[config.mk]
export PLATFORM = sky130hd
export DESIGN_NAME = gate_ctl
export DESIGN_NICKNAME = d
export VERILOG_FILES = /design/src/rtl/gate_ctl.sv
export SDC_FILE = /design/constraint.sdc
export NUM_CORES = 1
export LEC_CHECK = 0
export BUFFER_PORTS_ARGS = -buffer_cell sky130_fd_sc_hd__buf_2
export CAP_MARGIN = 20
export CORE_UTILIZATION = 50
export DETAILED_ROUTE_END_ITERATION = 8
export GPL_TIMING_DRIVEN = 1
export HOLD_SLACK_MARGIN = 0.03
export PLACE_DENSITY = 0.72
export SYNTH_ARGS = -nofsm -noshare
export SYNTH_HDL_FRONTEND = slang
export SYNTH_SLANG_ARGS = --single-unit
[constraint.sdc]
create_clock -name clk -period 4.4 [get_ports clk]
set_clock_uncertainty 0.15 [all_clocks]
set_input_delay 0.44 -clock clk [delete_from_list [all_inputs] [get_ports clk]]
set_output_delay 0.44 -clock clk [all_outputs]
set_load 0.02 [all_outputs]
[src/rtl/gate_ctl.sv]
// Pressure-plate gate controller: two plates request the gate, which ramps open
// one STEP per frame, holds while requested, then ramps closed again.
module gate_ctl #(
   parameter int BTN1_XMIN   = 100,
   parameter int BTN1_XMAX   = 140,
   parameter int BTN2_XMIN   = 520,
   parameter int BTN2_XMAX   = 560,
   parameter int GATE_MAX    = 96,
   parameter int STEP        = 2,
   parameter int HOLD_FRAMES = 60
) (
   input  logic        clk,
   input  logic        rst,
   input  logic        v_tick,
   input  logic [11:0] xpos_player1,
   input  logic [11:0] xpos_player2,
   output logic [1:0]  button_pressed,
   output logic [7:0]  gate_height,
   output logic        gate_open,
   output logic [1:0]  gate_state
);

   typedef enum logic [1:0] {
      CLOSED  = 2'd0,
      OPENING = 2'd1,
      OPEN    = 2'd2,
      CLOSING = 2'd3
   } state_t;

   localparam logic [11:0] B1_LO = 12'(BTN1_XMIN);
   localparam logic [11:0] B1_HI = 12'(BTN1_XMAX);
   localparam logic [11:0] B2_LO = 12'(BTN2_XMIN);
   localparam logic [11:0] B2_HI = 12'(BTN2_XMAX);
   localparam logic [8:0]  STEP9 = 9'(STEP);
   localparam logic [8:0]  GMAX9 = 9'(GATE_MAX);
   localparam logic [7:0]  HOLD8 = 8'(HOLD_FRAMES);

   state_t      state_reg;
   logic [8:0]  height_reg;
   logic [7:0]  hold_cnt_reg;
   logic        vtick_reg;
   logic [1:0]  btn_reg;
   logic        open_reg;

   logic        frame;
   logic [1:0]  btn_next;
   logic        req;
   logic [8:0]  height_up;

   assign frame       = v_tick & ~vtick_reg;
   assign btn_next[0] = (xpos_player1 >= B1_LO) && (xpos_player1 <= B1_HI);
   assign btn_next[1] = (xpos_player2 >= B2_LO) && (xpos_player2 <= B2_HI);
   assign req         = |btn_next;
   // 9-bit sum so height + STEP can exceed 255 without wrapping
   assign height_up   = height_reg + STEP9;

   always_ff @(posedge clk) begin
      if (rst) begin
         state_reg    <= CLOSED;
         height_reg   <= 9'd0;
         hold_cnt_reg <= 8'd0;
         vtick_reg    <= 1'b0;
         btn_reg      <= 2'b00;
         open_reg     <= 1'b0;
      end else begin
         vtick_reg <= v_tick;
         if (frame) begin
            btn_reg  <= btn_next;
            open_reg <= 1'b0;
            case (state_reg)
               CLOSED: begin
                  if (req) state_reg <= OPENING;
               end
               OPENING: begin
                  if (!req) begin
                     state_reg <= CLOSING;
                  end else if (height_up >= GMAX9) begin
                     height_reg   <= GMAX9;
                     state_reg    <= OPEN;
                     hold_cnt_reg <= HOLD8;
                     open_reg     <= 1'b1;
                  end else begin
                     height_reg <= height_up;
                  end
               end
               OPEN: begin
                  if (req) begin
                     hold_cnt_reg <= HOLD8;
                     open_reg     <= 1'b1;
                  end else if (hold_cnt_reg == 8'd0) begin
                     state_reg <= CLOSING;
                  end else begin
                     hold_cnt_reg <= hold_cnt_reg - 8'd1;
                     open_reg     <= 1'b1;
                  end
               end
               CLOSING: begin
                  if (req) begin
                     state_reg <= OPENING;
                  end else if (height_reg <= STEP9) begin
                     height_reg <= 9'd0;
                     state_reg  <= CLOSED;
                  end else begin
                     height_reg <= height_reg - STEP9;
                  end
               end
               default: begin
                  state_reg    <= CLOSED;
                  height_reg   <= 9'd0;
                  hold_cnt_reg <= 8'd0;
               end
            endcase
         end
      end
   end

   assign button_pressed = btn_reg;
   assign gate_height    = height_reg[7:0];
   assign gate_open      = open_reg;
   assign gate_state     = state_reg;

endmodule
Word level (Yosys, flattened, before mapping)
Cells that the tools add are included.
- flip-flop bits (word level): 23
- bits in latches: 0
- RAM bits: 0
- ROM bits: 0
- output and inout port bits: 13
- memories kept: 0
- $add $sub $neg: 3
- $mul: 0
- div/mod/pow operators: 0
- magnitude comparators: 6
- equal/unequal tests: 12
- shifts and indexed selects: 0
- mux-type cells: 23
- bitwise logic cells: 2
- reduce and logical (&&, ||, !) cells: 10
- operator list (cell ; count):
    $mux 9 ; 4
    $mux 8 ; 4
    $pmux 9 s2 ; 1
    $pmux 8 s2 ; 1
    $mux 2 ; 7
    $ge 12x10->1 const B ; 1
    $ge 12x7->1 const B ; 1
    $le 12x10->1 const B ; 1
    $le 12x8->1 const B ; 1
    $ne 2x2->1 const B ; 6
    $add 9x2->9 const B ; 1
    $ge 9x7->1 const B ; 1
    $le 9x2->1 const B ; 1
    $ne 3x3->1 const B ; 3
    $sub 9x2->9 const B ; 1
    $logic_not 8->1 ; 1
    $pmux 2 s4 ; 1
    $sub 8x1->8 const B ; 1
    $reduce_and 6->1 ; 1
    $reduce_and 5->1 ; 1
    $eq 2x2->1 const B ; 2
    $mux 1 ; 4
    $reduce_and 4->1 ; 1
    $reduce_bool 2->1 ; 2
    other kinds (7) ; 8

Depth between registers and ports, before layout
Gate-level depths: netlist of run 1.
- word-level depth: 5
- mapped depth: 10

Worst setup path before layout of run 1
No wires, ideal clock.
- path type: in2reg
- from: input xpos_player2[8]
- to: register hold_cnt_reg[7]
- setup time: 0.071 ns
- arrival: 2.378 ns
- required time: 4.179 ns
- slack: 1.801 ns
- stages: 8
- path buffers: 1
- cells stage by stage: or4b_1 > nor3_2 > o311a_2 > o21ai_2 > o31a_1 > buf_6 > or4_1 > a21oi_1
- word-level cells in the longest chain between the ends: 5
- elaborated cells between the ends (all ways): 9
- those cells by class: order compare: 2; eq/ne: 2; mux: 2; reduce/logical: 3
- ends and longest elaborated chain (item ; line ; RTL):
    start, declared ; 16 ; input logic [11:0] xpos_player2,
    $ge 12x10->1 or $le 12x10->1 (tied branches) ; 52 ; assign btn_next[1] = (xpos_player2 >= B2_LO) && (xpos_player2 <= B2_HI);
    $logic_and 1x1->1 * ; 52 ;
    $reduce_or 2->1 * ; 53 ; assign req = |btn_next;
    $ne 3x3->1 (no line) (tied with other cells) ; - ;
    $reduce_and 5->1 (no line) or $pmux 8 s2 (tied branches) ; - ;
    end signal, assigned ; 93 ; hold_cnt_reg <= hold_cnt_reg - 8'd1;
    end, declared ; 40 ; logic [7:0] hold_cnt_reg;
Every way passes the cells marked *; elsewhere a longest branch is shown, timed or not.
A chain may end at the register's enable or synchronous reset.

Final worst setup path of run 1
- from: register hold_cnt_reg[0]
- to: register state_reg[0] (netlist: gate_state[0])
- word-level cells in the longest chain between the ends: 3
- ends and longest elaborated chain (item ; line ; RTL):
    $logic_not 8->1 ; 90 ; end else if (hold_cnt_reg == 8'd0) begin
    $ne 2x2->1 (no line) ; - ;
    $reduce_and 6->1 (no line) ; - ;
    end signal, assigned ; 91 ; state_reg <= CLOSING;
    end signal, assigned ; 99 ; state_reg <= OPENING;
    end signal, assigned ; 102 ; state_reg <= CLOSED;
    end, declared ; 38 ; state_t state_reg;
No other way between the ends.

==> results of run 1 <==
final timing paths:
| check | start | end | slack, ns |
|---|---|---|---|
| hold / removal | v_tick | vtick_reg | 0.20 |
| setup reg to reg | hold_cnt_reg[0] | gate_state[0] | 1.53 |
| hold reg to reg | button_pressed[0] | button_pressed[0] | 0.32 |
| setup / recovery | hold_cnt_reg[0] | gate_state[0] | 1.53 |
synth_stat cells, types with 2 or more instances:
library cell  number  area (sq um)
nand3b_1           2          15.0
nor2_1            19          71.3
a211oi_1           3          22.5
nor3_1             6          30.0
o41ai_1            2          17.5
and2_1             3          18.8
or4_1              3          22.5
nand3_1            8          40.0
o2bb2ai_1          3          26.3
a22oi_1            2          15.0
nor4_1             2          12.5
nor2b_1            3          18.8
o31ai_1            3          22.5
o211ai_1           4          30.0
nand2_1           25          93.8
and3_1             4          25.0
nand4_1            3          18.8
o31a_1             2          17.5
clkbuf_1           8          30.0
inv_1             12          45.0
nand2b_1           2          12.5
o21ai_0           15          75.1
ha_1               9           113
nor3b_1            3          22.5
a311oi_1           2          17.5
or3_1              2          12.5
dfxtp_1           22           440
a21oi_1           17          85.1
a221oi_1           4          35.0
o21a_1             3          22.5
buf_4              8          60.1
layout make-up:
cell class / instances / area [sq um]
Timing Repair Buffer: 39 / 195
Multi-Input combinational cell: 172 / 1080
Tap cell: 44 / 55.1
Clock buffer: 4 / 36.3
Sequential cell: 22 / 440
Fill cell: 327 / 1250
Inverter: 12 / 45.0
worst register-to-register path, stage by stage, from the launching register on:
cell	delay (ns)
dfxtp_1	0.35
inv_1	0.07
ha_1	0.18
nor3b_1	0.33
nand3_1	0.18
or3_1	0.39
o31a_1	0.30
a2111oi_2	0.50
nor2_1	0.07
a311oi_1	0.26
stage by stage:
step                hold slack, ns  utilization [%]  instance area, sq um  setup WS [ns]
floorplan                    0.296                -                  1670           1.80
global placement             0.289             58.3                  1810           1.34
detailed placement           0.298             58.3                  1810           1.27
CTS                          0.197             59.4                  1840           1.54
global route                 0.210             59.6                  1850           1.24
finish                       0.198             59.6                  1850           1.53
cell families after synthesis:
logic type,count (synthesis)
XOR/XNOR,2
AO/OA/AOI/OAI,67
buffers and inverters,30
flip-flops,22
other,1
multiplexers,1
AND/OR/NAND/NOR,92
adder cells (fa/ha/maj),9
power breakdown:
group | switching [mW] | internal (mW)
clock | 0.0664 | 0.0507
sequential | 0.000409 | 0.200
combinational | 0.0139 | 0.0118
total | 0.0807 | 0.262
routing by layer:
| metal | GRT usage [%] | wire length [um] | vias up | share of wire [%] |
|---|---|---|---|---|
| met5 | 0 | 0 | - | 0 |
| met4 | 5.98 | 28 | 0 | 0.75 |
| met3 | 3.90 | 210 | 4 | 5.6 |
| met2 | 41.0 | 1710 | 48 | 46 |
| met1 | 30.7 | 1790 | 767 | 48 |
| li1 | - | - | 869 | - |
==> results.yml, run 1 <==
place:
  dp_cells: 288
  io_buffer_count: 38
  gp_congestion: 0.884
  hpwl_um: 2720
synth:
  yosys_warnings: 0
  post_synth.cell_area_avg_sq_um: 7.45
  ys_async_sr_fraction_pct: 0
  synth_edf_count: 0
  syn_area_sq_mm: 0.00167
  synthAdderAreaFrac_pct: 6.75
  synth_compound_area_share_pct: 27.4
  synth_cell_types: 51
  ys.flop_type: "dfxtp_1"
  synthSimpleGateAreaFrac_pct: 28.6
  syn_inst: 224
  synth_xor_area_share_pct: 1.05
  synthMuxAreaShare_pct: 0.600
  syn_nets: 260
  synth_seq_area_share_pct: 26.4
  synth_top_family_by_area: "simple AND/OR/NAND/NOR gates"
  synth-seq-cells: 22
die:
  ioPinCount: 40
  coreArea_sq_mm: 0.00310
  num_rows: 20
  die_x_um: 59.8
  start_util_pct: 53.8
  dieArea_sq_mm: 0.00357
  die_y_um: 59.8
clock_network:
  tritoncts: "built"
  cts_buffers: 3
  post-cts-setup-buffers: 0
  clkSlewWorstSetupHoldPaths_ns: 0.13
  cts.sinks: 22
  htreeDepth: 1
  clockBufferDepth: 2
  clk_latency_ns: 0.32
  cts_hold_buf: 0
  clk_root_buffer_cell: "clkbuf_4"
  cts_resized: 0
global_route:
  grt_pass1_vias: 1528
  antenna_found_initial: 0
  grt_pass1_wl_um: 6600
  grt_usage_pct: 23.8
  grt_max_degree: 24
  grt_overflow: 0
detailed_routing:
  drt-total-wl_um: 3730
  drt-initial-drc-count: 61
  firstDrtPassIters: 4
  route.detailed.drc: 0
  wl_per_cell_um: 12.7
  drtAntennaViolNets: 0
  num_vias: 1688
  viasPerCell: 5.76
critical_path:
  cp_slowest_cell: "a2111oi_2"
  worstSetupStartpointType: "register"
  crit_chain: "inv_1 -> ha_1 -> nor3b_1 -> nand3_1 -> or3_1 -> o31a_1 -> a2111oi_2 -> nor2_1 -> a311oi_1"
  crit_family: "compound AO/OA/AOI/OAI gates"
  worst_path_largest_cell_delay_ns: 0.49
  cp.required_ns: 4.49
  ff2ff_path_depth: 9
  worstPathMaxFanout: 4
  crit_cells: 9
  cp_data_arrival_time_ns: 2.96
  worst-path-buf-inv: 1
  endpoint_kind: "register"
  crit_type: "register to register"
worst_hold_path:
  hold_path_depth: 2
  hp-class: "input pin to register"
timing:
  maxClockFrequency_mhz: 349
  setup-tns-final_ns: 0
  tightestPinTransition_ns: 1.15
  post-route-period-util_pct: 65.2
  setup_viol: 0
  period_needed_ns: 2.87
  slew_violations: 0
  hold_viol_final: 0
  rsz0062_at_grt: "no"
  maxSlewHeadroom_pct: 22.6
final_layout:
  area_growth_pct: 10.8
  mostFrequentLayoutCells: "buf_2, nand2_1, dfxtp_1, nor2_1, a21oi_1"
  finalNetCount: 286
  n_antenna_cell: 0
  layoutNonFillerInstCount: 293
  final_common_cell: "buf_2"
  drive_above_1_share_pct: 19.3
power_and_ir_drop:
  ir_worst_vdd_uv: 166
  p_leak_nw: 0.732
  report.power.total_mw: 0.343
  p_per_area_mw_per_mm2: 185
outcome:
  status: "completed"
run:
  cap_viol_max_count: 0
Power figures use the tool's default switching activity.
==> run 2: changes to the inputs <==
--- a/config.mk
+++ b/config.mk
@@ -7,11 +7,11 @@
 export LEC_CHECK = 0
 export BUFFER_PORTS_ARGS = -buffer_cell sky130_fd_sc_hd__buf_2
 export CAP_MARGIN = 20
-export CORE_UTILIZATION = 50
+export CORE_UTILIZATION = 48
 export DETAILED_ROUTE_END_ITERATION = 8
 export GPL_TIMING_DRIVEN = 1
 export HOLD_SLACK_MARGIN = 0.03
-export PLACE_DENSITY = 0.72
+export PLACE_DENSITY = 0.73
 export SYNTH_ARGS = -nofsm -noshare
 export SYNTH_HDL_FRONTEND = slang
 export SYNTH_SLANG_ARGS = --single-unit
==> constraint.sdc (replaced) <==
create_clock -name clk -period 2.5 [get_ports clk]
set_clock_uncertainty 0.15 [all_clocks]
set_input_delay 0.25 -clock clk [delete_from_list [all_inputs] [get_ports clk]]
set_output_delay 0.25 -clock clk [all_outputs]
set_load 0.02 [all_outputs]
==> run 2 against run 1 <==
Against the previous run: worst hold slack better by 0.021 ns; sequential cell count unchanged; global-route usage up 1.8 points; critical path depth stayed put; final area is 14% higher; core utilization increased by 3.8 points; clock power is 41% higher; sequential power up 77%; via count grew 6.8%; first-iteration DRC count rose by 130%; largest cell class unchanged; highest routed layer unchanged.
==> results.yml, run 2 (synthesis results as in run 1) <==
outcome:
  status: "completed"
run:
  cap_viol_max_count: 0
timing:
  maxClockFrequency_mhz: 420
  setup-tns-final_ns: 0
  maxSlewHeadroom_pct: 64.5
  tightestPinTransition_ns: 0.525
  slew_violations: 0
  setup_viol: 0
  hold_viol_final: 0
  period_needed_ns: 2.38
  setup_slack_ns: 0.119
  post-route-period-util_pct: 95.2
  rsz0062_at_grt: "yes"
  whs_ns: 0.219
critical_path:
  endpoint_kind: "register"
  worstSetupStartpointType: "register"
  worstPathMaxFanout: 4
  cp_data_arrival_time_ns: 2.43
  crit_type: "register to register"
  critPathLaunch: "hold_cnt_reg[1]"
  cp.required_ns: 2.55
  r2r_start: "hold_cnt_reg[1]"
global_route:
  grt_pass1_wl_um: 7260
  grt_usage_pct: 25.6
  grt_max_degree: 24
  grt_overflow: 0
  antenna_found_initial: 0
  grt_pass1_vias: 1643
power_and_ir_drop:
  report.power.total_mw: 0.569
  netSwitchingFraction_pct: 24.1
  p_sw_mw: 0.137
  p_leak_nw: 0.873
  combPwrFrac_pct: 8.9
  p_per_area_mw_per_mm2: 269
  ir_worst_vdd_uv: 289
  p_clk_share_pct: 29.1
  internal_power_mw: 0.432
  p_seq_share_pct: 62.0
clock_network:
  clkSlewWorstSetupHoldPaths_ns: 0.12
  post-cts-setup-buffers: 0
  cts.sinks: 22
  clk_latency_ns: 0.31
  clockBufferDepth: 2
  clk_root_buffer_cell: "clkbuf_4"
  htreeDepth: 1
  tritoncts: "built"
  cts_buffers: 3
detailed_routing:
  drt-total-wl_um: 4320
  wl_per_cell_um: 13.4
  num_vias: 1803
  firstDrtPassIters: 4
  viasPerCell: 5.60
  drtAntennaViolNets: 0
  drt-initial-drc-count: 141
  route.detailed.drc: 0
final_layout:
  area_growth_pct: 26.8
  finalNetCount: 314
  mostFrequentLayoutCells: "buf_2, buf_4, nand2_1, dfxtp_1, nor2_1"
  layoutNonFillerInstCount: 322
  fill_cells: 303
  final_common_cell: "buf_2"
  n_antenna_cell: 0
  drive_above_1_share_pct: 30.8
place:
  hpwl_um: 3300
  io_buffer_count: 38
  dp_cells: 318
  gp_congestion: 0.925
  dp_slack_ns: -0.0951
die:
  die_x_um: 61.0
  coreArea_sq_mm: 0.00334
  start_util_pct: 50.0
  dieArea_sq_mm: 0.00372
  ioPinCount: 40
  die_y_um: 61.0
  num_rows: 21
worst_hold_path:
  hp-class: "input pin to register"
  hp-start: "rst"
-- run 2: changes by cell type in the layout (fill, tap and decap cells not counted), moves of 2 or more --
| cell | before | now |
|---|---|---|
| inv_1 | 12 | 10 |
| ha_1 | 9 | 7 |
| buf_4 | 0 | 28 |
| dfxtp_1 | 22 | 20 |
| inv_2 | 0 | 2 |
| dfxtp_2 | 0 | 2 |
-- run 2: worst max-delay path: stages (launching register included) --
cell	delay [ns]
dfxtp_2	0.34
inv_2	0.07
ha_4	0.13
nor3b_4	0.20
nand3_2	0.11
or3_4	0.40
o31a_1	0.33
a2111oi_4	0.26
mux2i_1	0.22
nor2_1	0.05
-- run 2: through the flow --
stage | util [%] | instance area, sq um
after floorplan | - | 1680
after global placement | 60.9 | 2030
after detailed placement | 60.9 | 2030
after CTS | 61.8 | 2060
after global routing | 63.4 | 2120
final | 63.4 | 2120
-- run 2: repair_timing --
action,4_1_cts,5_1_grt
endpoints found under the setup margin,2,10
gates resized for setup,1,12
endpoints found under the hold margin,0,1
hold buffers,0,1
pin swaps,0,6
-- run 2: worst paths after layout --
path / slack [ns] / cells past startpoint / end
hold / removal: 0.22 / 2 / hold_cnt_reg[6]
setup / recovery: 0.12 / 9 / gate_state[1]
setup reg to reg: 0.12 / 9 / gate_state[1]
hold reg to reg: 0.31 / 2 / gate_open
-- run 2: power groups by stage --
stage	Clock [mW]	Sequential, mW	Combinational (mW)
2_1_floorplan	0	0.361	0.0203
3_3_place_gp	0	0.360	0.0476
3_5_place_dp	0	0.360	0.0491
4_1_cts	0.173	0.353	0.0491
5_1_grt	0.187	0.353	0.0557
6_report	0.165	0.353	0.0509
-- run 2: area by class of cell --
| type | count | area, sq um | area share (%) |
|---|---|---|---|
| inverter | 12 | 45.0 | 2.13 |
| clock buffer | 3 | 22.5 | 1.06 |
| timing repair buffer | 67 | 410 | 19.4 |
| tap | 46 | 57.6 | 2.72 |
| multi-input combinational | 172 | 1140 | 53.8 |
| sequential | 22 | 443 | 20.9 |
-- run 2: per-layer routing --
metal	share of wire, %	vias to the layer above	wire [um]	track usage [%]
li1	-	923	-	-
met1	47	816	2050	34.9
met2	46	57	1990	41.6
met3	5.8	7	250	4.69
met4	0.72	0	31	6.82
met5	0	-	0	0
==> run 3: changes to the inputs <==
--- a/config.mk
+++ b/config.mk
@@ -5,9 +5,10 @@
 export SDC_FILE = /design/constraint.sdc
 export NUM_CORES = 1
 export LEC_CHECK = 0
+export ABC_AREA = 1
 export BUFFER_PORTS_ARGS = -buffer_cell sky130_fd_sc_hd__buf_2
 export CAP_MARGIN = 20
-export CORE_UTILIZATION = 48
+export CORE_UTILIZATION = 49
 export DETAILED_ROUTE_END_ITERATION = 8
 export GPL_TIMING_DRIVEN = 1
 export HOLD_SLACK_MARGIN = 0.03
@@ -15,3 +16,4 @@
 export SYNTH_ARGS = -nofsm -noshare
 export SYNTH_HDL_FRONTEND = slang
 export SYNTH_SLANG_ARGS = --single-unit
+export TNS_END_PERCENT = 100
==> run 3 against run 2 <==
Against the previous run: first-iteration DRC count increased by 22%; final area decreased by 2.3%; largest cell class unchanged; combinational power increased to 3.8 times the previous value; critical endpoint is now hold_cnt_reg[1]; sequential share of layout area increased by 0.37 points.
==> results.yml, run 3 <==
outcome:
  status: "completed"
global_route:
  antenna_found_initial: 0
  met3_usage_pct: 2.54
  grt_max_degree: 19
  grt_usage_pct: 22.5
  grtUsageMet2_pct: 39.7
  grt_pass1_wl_um: 7220
  grt_pass1_vias: 1711
  grt_overflow: 0
  grt-busiest-layer: "met2"
  use_met1_pct: 27.1
timing:
  hold_viol_final: 0
  maxSlewHeadroom_pct: 65.6
  tightestPinTransition_ns: 0.515
  rsz0062_at_grt: "no"
  setup_viol: 0
  setup-tns-final_ns: 0
  setup_slack_ns: 0.365
  post-route-period-util_pct: 85.4
  slew_violations: 0
  period_needed_ns: 2.14
  maxClockFrequency_mhz: 468
die:
  coreArea_sq_mm: 0.00347
  start_util_pct: 53.0
  dieArea_sq_mm: 0.00400
  num_rows: 21
  die_x_um: 63.2
  die_y_um: 63.2
  ioPinCount: 40
synth:
  yosys.cell_count.top_type: "nand2_1"
  yosys_warnings: 0
  synth_cell_types: 27
  yosysTopAreaCellShare_pct: 24.0
  synth-seq-cells: 22
  synth_top_cell_by_area: "dfxtp_1"
  synth_seq_area_share_pct: 24.0
  post_synth.cell_area_avg_sq_um: 5.94
  ys.flop_type: "dfxtp_1"
  synth_edf_count: 0
  syn_area_sq_mm: 0.00184
  synthTopCellsByArea: "dfxtp_1, nand2_1, nor2_1"
  ys_async_sr_fraction_pct: 0
  syn_nets: 345
  syn_inst: 309
  yosys-top-cells-count: "nand2_1, nor2_1, inv_1"
detailed_routing:
  num_vias: 1906
  viasPerCell: 4.95
  route.detailed.drc: 0
  drtAntennaViolNets: 0
  drt-initial-drc-count: 172
  firstDrtPassIters: 4
  drt-total-wl_um: 3990
  wl_per_cell_um: 10.4
critical_path:
  worst-path-buf-inv: 2
  cp.required_ns: 2.52
  crit_type: "register to register"
  crit_chain: "inv_1 -> ha_1 -> inv_1 -> nor2_1 -> nand3_1 -> nor2_1 -> nand3_1 -> nand2_1 -> nand2_1 -> nand2_2 -> nand2_1 -> nand2_1 -> nor2_1"
  endpoint_kind: "register"
  worstPathMaxFanout: 13
  cp_data_arrival_time_ns: 2.15
  worst_path_largest_cell_delay_ns: 0.32
  cp_slowest_cell: "dfxtp_1"
  crit_top_cell: "nand2_1"
  crit_family: "simple AND/OR/NAND/NOR gates"
  worstSetupStartpointType: "register"
worst_hold_path:
  hp-class: "input pin to register"
final_layout:
  n_antenna_cell: 0
  area_growth_pct: 12.5
  finalNetCount: 376
  final_common_cell: "nand2_1"
  multi_input_area_sq_mm: 0.00115
  fill_cells: 360
  drive_above_1_share_pct: 15.6
  seq_area_sq_um: 440
  layoutNonFillerInstCount: 385
  mostFrequentLayoutCells: "nand2_1, nor2_1, inv_1, buf_2, nand3_1"
clock_network:
  cts.sinks: 22
  cts_resized: 0
  tritoncts: "built"
  cts_hold_buf: 0
  cts_buffers: 3
  clk_latency_ns: 0.27
  post-cts-setup-buffers: 0
  clockBufferDepth: 2
  htreeDepth: 1
  clkSlewWorstSetupHoldPaths_ns: 0.08
  clk_root_buffer_cell: "clkbuf_8"
power_and_ir_drop:
  p_leak_nw: 1.14
  p_per_area_mw_per_mm2: 439
  report.power.total_mw: 0.906
  ir_worst_vdd_uv: 229
place:
  hpwl_um: 2990
  io_buffer_count: 38
  gp_congestion: 0.864
  dp_slack_ns: 0.403
  dp_cells: 381
run:
  cap_viol_max_count: 0
## run 3: cell count changes after synthesis, sizes merged, moves of 5 or more
cell    change
inv        +30
nor2       +42
nand2      +51
xor2        +5
nand3      +25
clkbuf      -8
## run 3: where the power goes
group | total, mW | internal (mW) | switching, mW
Combinational | 0.195 | 0.0740 | 0.121
Clock | 0.338 | 0.214 | 0.124
Sequential | 0.373 | 0.362 | 0.0116
## run 3: layout make-up
cell class                 count  area share [%]
sequential                    22            21.3
clock inverter                 1            1.45
clock buffer                   3            2.00
timing repair buffer          38            9.20
multi-input combinational    232            55.4
tap                           46            2.78
inverter                      43            7.81
## run 3: layer usage
layer	wire, um	up-vias	part of all wire [%]
met3	155	9	3.9
met5	0	-	0
li1	-	1020	-
met1	1810	832	45
met4	97	0	2.4
met2	1920	45	48
## run 3: cells by family (layout without fill, tap and decap cells)
logic type / after synthesis / count (layout) / synth area share [%]
DFF: 22 / 22 / 24.0
xor gates and xnor gates: 7 / 7 / 3.34
adders and majority gates: 9 / 9 / 6.13
and+or+nand+nor: 177 / 177 / 42.0
other: 1 / 1 / 0.204
AOI/OAI and AO/OA: 38 / 38 / 10.8
buffers and inverters: 55 / 85 / 13.6
## run 3: final timing paths
kind / startpoint / endpoint / slack, ns / depth (start not counted)
hold reg to reg: gate_open / gate_open / 0.33 / 2
setup reg to reg: hold_cnt_reg[0] / hold_cnt_reg[1] / 0.36 / 13
hold / removal: rst / gate_open / 0.05 / 2
setup / recovery: hold_cnt_reg[0] / hold_cnt_reg[1] / 0.36 / 13
## run 3: per-stage QoR
step / area, sq um / hold WS (ns) / utilization (%)
2_1_floorplan: 1840 / 0.169 / -
3_3_place_gp: 2000 / 0.315 / 57.5
3_5_place_dp: 2000 / 0.318 / 57.5
4_1_cts: 2070 / 0.0394 / 59.6
5_1_grt: 2070 / 0.0408 / 59.6
6_report: 2070 / 0.0527 / 59.6
